## config.mk

```make
export PLATFORM = sky130hd
export DESIGN_NAME = ahb_master_arbiter
export DESIGN_NICKNAME = d
export VERILOG_FILES = /design/src/rtl/ahb_master_arbiter.sv
export SDC_FILE = /design/constraint.sdc
export NUM_CORES = 1
export LEC_CHECK = 0
export ABC_AREA = 1
export CELL_PAD_IN_SITES_DETAIL_PLACEMENT = 0
export CELL_PAD_IN_SITES_GLOBAL_PLACEMENT = 1
export CORE_ASPECT_RATIO = 0.6
export CORE_MARGIN = 2
export CORE_UTILIZATION = 10
export CTS_CLUSTER_DIAMETER = 150
export DETAILED_ROUTE_END_ITERATION = 16
export PLACE_DENSITY = 0.95
export SLEW_MARGIN = 20
export SYNTH_ARGS = -nofsm -noshare
export SYNTH_HDL_FRONTEND = slang
export SYNTH_SLANG_ARGS = --single-unit
```

## constraint.sdc

```tcl
create_clock -name hclk_i -period 1.7 [get_ports hclk_i]
set_input_delay 0.425 -clock hclk_i [delete_from_list [all_inputs] [get_ports hclk_i]]
set_output_delay 0.425 -clock hclk_i [all_outputs]
set_load 0.005 [all_outputs]
```

## src/rtl/ahb_master_arbiter.sv

```systemverilog
// AHB-Lite multi-master arbiter: round-robin address-bus ownership handed over only
// at IDLE boundaries, with per-master gating of HREADY/HRESP.

module ahb_master_arbiter_lane #(
    parameter int IDX = 0
) (
    input  logic [1:0] i_addr_owner,
    input  logic [1:0] i_data_owner,
    input  logic       i_data_active,
    input  logic       i_hready,
    input  logic       i_hresp,
    output logic       o_grant,
    output logic       o_hready,
    output logic       o_hresp
);
    logic w_is_addr;
    logic w_is_data;

    assign w_is_addr = (i_addr_owner == 2'(IDX));
    assign w_is_data = (i_data_owner == 2'(IDX));
    assign o_grant   = w_is_addr;
    // Non-owners never see ready, which keeps their adapters from advancing.
    assign o_hready  = w_is_addr & i_hready;
    assign o_hresp   = w_is_data & i_data_active & i_hresp;
endmodule

module ahb_master_arbiter #(
    parameter int NUM_M     = 2,
    parameter int DEFAULT_M = 0
) (
    input  logic                        hclk_i,
    input  logic                        hresetn_i,
    input  logic [NUM_M-1:0]            m_hbusreq_i,
    input  logic [NUM_M-1:0][1:0]       m_htrans_i,
    input  logic [NUM_M-1:0][31:0]      m_haddr_i,
    input  logic [NUM_M-1:0]            m_hwrite_i,
    input  logic [NUM_M-1:0][2:0]       m_hsize_i,
    input  logic [NUM_M-1:0][3:0]       m_hprot_i,
    input  logic [NUM_M-1:0][2:0]       m_hburst_i,
    input  logic [NUM_M-1:0][31:0]      m_hwdata_i,
    output logic [NUM_M-1:0]            m_hgrant_o,
    output logic [NUM_M-1:0]            m_hready_o,
    output logic [NUM_M-1:0]            m_hresp_o,
    output logic [31:0]                 m_hrdata_o,
    output logic [31:0]                 haddr_o,
    output logic                        hwrite_o,
    output logic [2:0]                  hsize_o,
    output logic [3:0]                  hprot_o,
    output logic [2:0]                  hburst_o,
    output logic [1:0]                  htrans_o,
    output logic [31:0]                 hwdata_o,
    output logic                        hmastlock_o,
    output logic [1:0]                  hmaster_o,
    input  logic [31:0]                 hrdata_i,
    input  logic                        hready_i,
    input  logic                        hresp_i
);
    logic [1:0] r_addr_owner;
    logic [1:0] r_data_owner;
    logic       r_data_active;
    logic [1:0] w_next_owner;
    logic [3:0] w_req;

    assign w_req       = 4'(m_hbusreq_i);
    assign m_hrdata_o  = hrdata_i;
    assign hmastlock_o = 1'b0;
    assign hmaster_o   = r_addr_owner;

    genvar g;
    generate
        for (g = 0; g < NUM_M; g++) begin : g_lane
            ahb_master_arbiter_lane #(.IDX(g)) u_lane (
                .i_addr_owner (r_addr_owner),
                .i_data_owner (r_data_owner),
                .i_data_active(r_data_active),
                .i_hready     (hready_i),
                .i_hresp      (hresp_i),
                .o_grant      (m_hgrant_o[g]),
                .o_hready     (m_hready_o[g]),
                .o_hresp      (m_hresp_o[g])
            );
        end
    endgenerate

    always_comb begin
        haddr_o  = '0;
        hwrite_o = 1'b0;
        hsize_o  = '0;
        hprot_o  = '0;
        hburst_o = '0;
        htrans_o = '0;
        hwdata_o = '0;
        for (int i = 0; i < NUM_M; i++) begin
            if (r_addr_owner == 2'(i)) begin
                haddr_o  = m_haddr_i[i];
                hwrite_o = m_hwrite_i[i];
                hsize_o  = m_hsize_i[i];
                hprot_o  = m_hprot_i[i];
                hburst_o = m_hburst_i[i];
                htrans_o = m_htrans_i[i];
            end
            if (r_data_owner == 2'(i))
                hwdata_o = m_hwdata_i[i];
        end
    end

    // Search owner+1 .. owner (mod NUM_M); the current owner is checked last.
    always_comb begin
        logic       found;
        logic [1:0] cand;
        w_next_owner = r_addr_owner;
        found        = 1'b0;
        cand         = r_addr_owner;
        for (int k = 1; k <= NUM_M; k++) begin
            cand = 2'((int'(r_addr_owner) + k) % NUM_M);
            if (!found && w_req[cand]) begin
                w_next_owner = cand;
                found        = 1'b1;
            end
        end
    end

    always_ff @(posedge hclk_i or negedge hresetn_i) begin
        if (!hresetn_i) begin
            r_addr_owner  <= 2'(DEFAULT_M);
            r_data_owner  <= 2'(DEFAULT_M);
            r_data_active <= 1'b0;
        end else if (hready_i) begin
            r_data_owner  <= r_addr_owner;
            r_data_active <= htrans_o[1];
            if (htrans_o == 2'b00)
                r_addr_owner <= w_next_owner;
        end
    end
endmodule

```

Word level (Yosys, flattened, before mapping)
Index checks and enable logic that the tools add are counted.
- logic and storage cells: 45
- output and inout port bits: 118
- register bits after elaboration: 5
- input port bits: 192
- equality and inequality tests: 2
- reduce and logical (&&, ||, !) cells: 7
- mux-type cells: 21
- add/sub/neg operators: 2
- bitwise gates (word level): 8
- magnitude comparators: 2
- operators with widths (kind ; count):
    two-way mux 32 bit ; 4
    two-way mux 3 bit ; 4
    two-way mux 2 bit ; 4
    two-way mux 4 bit ; 2
    bitwise AND 1 bit ; 6
    zero test 2 bit ; 3
    < comparator 2 x 3 -> 1 bit, second input constant ; 2
    two-way mux 1 bit ; 5
    binary-select mux 1 bit (select 2 bit) ; 2
    == test 2 x 1 -> 1 bit, second input constant ; 2
    AND reduction 3 bit ; 1
    adder 1 bit, second input constant ; 2
    bitwise AND 1 bit, first input constant ; 2
    nonzero test 2 bit ; 1
    logical AND 1 bit ; 1
    zero test 1 bit ; 1

Depth between registers and ports, before layout
- depth in word-level cells: 9
- mapped depth: 7
- gate-level depth less buffers: 7

Cells and area by module
From an unflattened synthesis, not the netlist that was laid out.
- cells, all modules: 327
- area total of the unflattened synthesis: 1527.7 µm²
- modules (own cells, without submodules) (module ; cells an instance ; seq. area each (µm²) ; area an instance (µm²) ; times used):
    ahb_master_arbiter ; 307 ; 75.1 ; 1442.6 ; 1
    ahb_master_arbiter_lane (g_lane[0].u_lane) ; 11 ; 0.0 ; 46.3 ; 1
    ahb_master_arbiter_lane (g_lane[1].u_lane) ; 9 ; 0.0 ; 38.8 ; 1

Worst setup path after synthesis
Ideal clock, no wire load.
- path kind: reg2out
- from: register r_addr_owner[0], in the netlist hmaster_o[0]
- to: output m_hready_o[0]
- data required time: 1.275 ns
- path buffers: 3
- data arrival time: 0.929 ns
- path slack: 0.346 ns
- stages on the path, launching flop included: 5
- cell sequence: dfrtp_1 -> buf_4 -> buf_2 -> nor2_1 -> buf_4
- cells in the longest elaborated chain, start to end: 2
- RTL lines (item ; line ; text):
    from (decl) ; 58 ; logic [1:0] r_addr_owner;
    from (signal assigned) ; 125 ; r_addr_owner <= 2'(DEFAULT_M);
    from (signal assigned) ; 132 ; r_addr_owner <= w_next_owner;
    zero test 2 bit ; 19 ; assign w_is_addr = (i_addr_owner == 2'(IDX));
    bitwise AND 1 bit ; 23 ; assign o_hready = w_is_addr & i_hready;
    to (decl) ; 42 ; output logic [NUM_M-1:0] m_hready_o,
Every way passes these cells.

Worst setup path after layout
- from: register r_addr_owner[0], in the netlist hmaster_o[0]
- to: output haddr_o[11]
- cells in the longest elaborated chain, start to end: 3
- elaborated cells between the ends (all ways): 4
- classes of those cells: eq/ne: 1; mux: 2; reduce/logical: 1
- RTL lines (item ; line ; text):
    zero test 2 bit ; 94 ; if (r_addr_owner == 2'(i)) begin
    two-way mux 32 bit ; 94 ;
    two-way mux 32 bit (*) ; 94 ;
    to (decl) ; 45 ; output logic [31:0] haddr_o,
Every way passes the cells marked *; elsewhere a longest branch is shown, timed or not.

==> metrics.yaml <==
ir_drop_v: 0.0004586
postRouteAntennaNets: 0
holdBufCountCts: 0
maxCapViolCount: 0
cts-root-buf: "clkbuf_16"
p_leak_nw: 2.523
syn_area_per_cell_um2: 4.638
grt_max_degree: 14
yosys_warnings: 0
cts_tree: "yes"
routed_wl_mm: 10.70
crit_required_ps: 1270
fin_ws_ps: -112.9
setup-violations-final: 36
grt_pass1_vias: 2846
period_needed_ps: 1813
num_vias: 2811
core_mm2: 0.01442
finalPower_mw: 6.447
p_per_area_mw_per_mm2: 1287
synth.top_cell.area_share_pct: 60.77
numCtsBuffers: 3
grtUsageTotal_pct: 11.93
end_kind: "primary output"
post_drt_wl_per_cell_um: 14.01
async_reset_ff_share_pct: 100.0
drive_gt1_share_pct: 51.41
die_y_um: 97.92
first_pass_iters: 4
yosys-top-cells-count: "nand2_1, buf_4, buf_2"
final_nets: 759
io_pins: 310
htreeDepth: 1
rows: 34
dieArea_mm2: 0.01572
yosys-top-cells-area: "nand2_1, buf_4, dfrtp_1"
arrival_ps: 1390
placed_cells: 715
synth_seq_area_share_pct: 5.106
numClockSinks: 3
synthesis.instances: 317
post-place-ws_ps: -391.8
crit_fanout: 6
synth_edf_count: 0
grt_overflow_total: 0
ys_types: 15
antenna_found_initial: 0
yosysTopAreaCell: "nand2_1"
drc: 0
grt_pass1_wl_mm: 14.77
hold_viol: 0
syn_area_mm2: 0.001470
cp-start-kind: "flop"
clk_latency_ps: 220
violations: "negative setup slack"
max-clock-path-buffers: 2
final-instance-count-excl-fill: 764
ys_ff_latch: 3
start_util_pct: 10.19
hold_class: "input port to asynchronous set/reset pin"
routed_via_density: 3.679
clock_skew_ps: 0.2029
fmax_mhz: 551.6
outcome: "finished with violations"
dp_hpwl_mm: 6.776
finalWeightedCongestion: 0.7307
yosys_most_used_dff: "dfrtp_1"
diodes: 0
rsz0062_at_grt: "yes"
area_growth_pct: 240.9
fin_crit_sh_pct: 106.6
drt_iter0_drc: 46
drv_slew: 0
crit_type: "flop to primary output"
synth_most_common_cell: "nand2_1"
die_w_um: 160.5
portBuffers: 243
clk_pin_slew_ps: 30
-- cell type report --
| type | count | area [um^2] |
|---|---|---|
| fill | 1530 | 9410 |
| clock buffer | 4 | 78.83 |
| inverter | 9 | 38.79 |
| timing repair buffer | 302 | 3053 |
| tap | 198 | 247.7 |
| multi-input combinational | 248 | 1516 |
| sequential | 3 | 76.32 |
-- metrics by stage --
stage / util, % / cell area [um^2] / hold WS (ps) / setup TNS [ps]
after floorplan: - / 1474 / 129.4 / 0
after global placement: 26.88 / 3876 / 465.2 / -18870
after global routing: 34.75 / 5011 / 419.8 / -4605
final: 34.75 / 5011 / 412.3 / -2071
after CTS: 31.14 / 4491 / 415.4 / -4698
after detailed placement: 26.88 / 3876 / 471.9 / -19080
-- critical path: stages (launching register included) --
cell and delay (ps):
dfrtp_2 430, clkinv_4 100, buf_6 130, buf_12 130
buf_12 140, nand2_2 50, nand2_2 50, buf_2 120
-- final timing paths --
| path | start | to | slack [ps] | cells after the start |
|---|---|---|---|---|
| worst min-delay path | hresetn_i | r_data_active | 410 | 1 |
| worst max-delay path | hmaster_o[0] | haddr_o[11] | -110 | 7 |
| worst max register to register | hmaster_o[0] | hmaster_o[0] | 120 | 10 |
| min in group hclk_i | r_data_active | r_data_active | 470 | 1 |
| max in group asynchronous | hresetn_i | hmaster_o[0] | 1100 | 1 |
| worst min register to register | r_data_active | r_data_active | 470 | 1 |
-- repair_timing --
| item | CTS | global route |
|---|---|---|
| gates cloned | 11 | 4 |
| setup endpoints to repair | 84 | 79 |
| pin swaps | 10 | 36 |
| resized for setup | 400 | 183 |
| setup buffers | 36 | 4 |
| endpoints found under the hold margin | 0 | 0 |
-- cell families after synthesis --
group	count (synthesis)	synth area share (%)
and+or+nand+nor	243	62.30
buffers and inverters	67	30.98
AOI/OAI and AO/OA	3	1.362
DFF	3	5.106
other	1	0.2551
-- placed cells by master (no fill, tap or decap), types with 6 or more instances in the layout --
cell,netlist,final
buf_4,43,10
nand2_4,0,41
clkbuf_2,0,9
nand2_1,238,97
buf_12,0,15
clkbuf_16,0,7
buf_16,0,6
clkdlybuf4s50_1,0,160
buf_6,4,38
inv_1,8,6
nand2_2,0,100
buf_2,10,55
-- sequential cells by signal, indices dropped and copies added (netlist names) --
register / cells
r_data_active: 1
hmaster_o: 1
r_data_owner: 1
-- layer usage --
| layer | vias to the layer above | share of wire [%] | track usage, % |
|---|---|---|---|
| met2 | 159 | 49 | 21.72 |
| met1 | 1255 | 42 | 14.22 |
| li1 | 1393 | - | - |
| met3 | 4 | 9.1 | 3.568 |
| met4 | 0 | 0.42 | 1.594 |
| met5 | - | 0 | 0 |
-- where the power goes --
| group | total, mW | switching (mW) | leakage (nW) | internal (mW) |
|---|---|---|---|---|
| registers | 0.143 | 0.0400 | 0.0344 | 0.103 |
| logic | 5.93 | 2.57 | 2.45 | 3.35 |
| clock network | 0.376 | 0.0666 | 0.0382 | 0.310 |
Power figures use the tool's default switching activity.
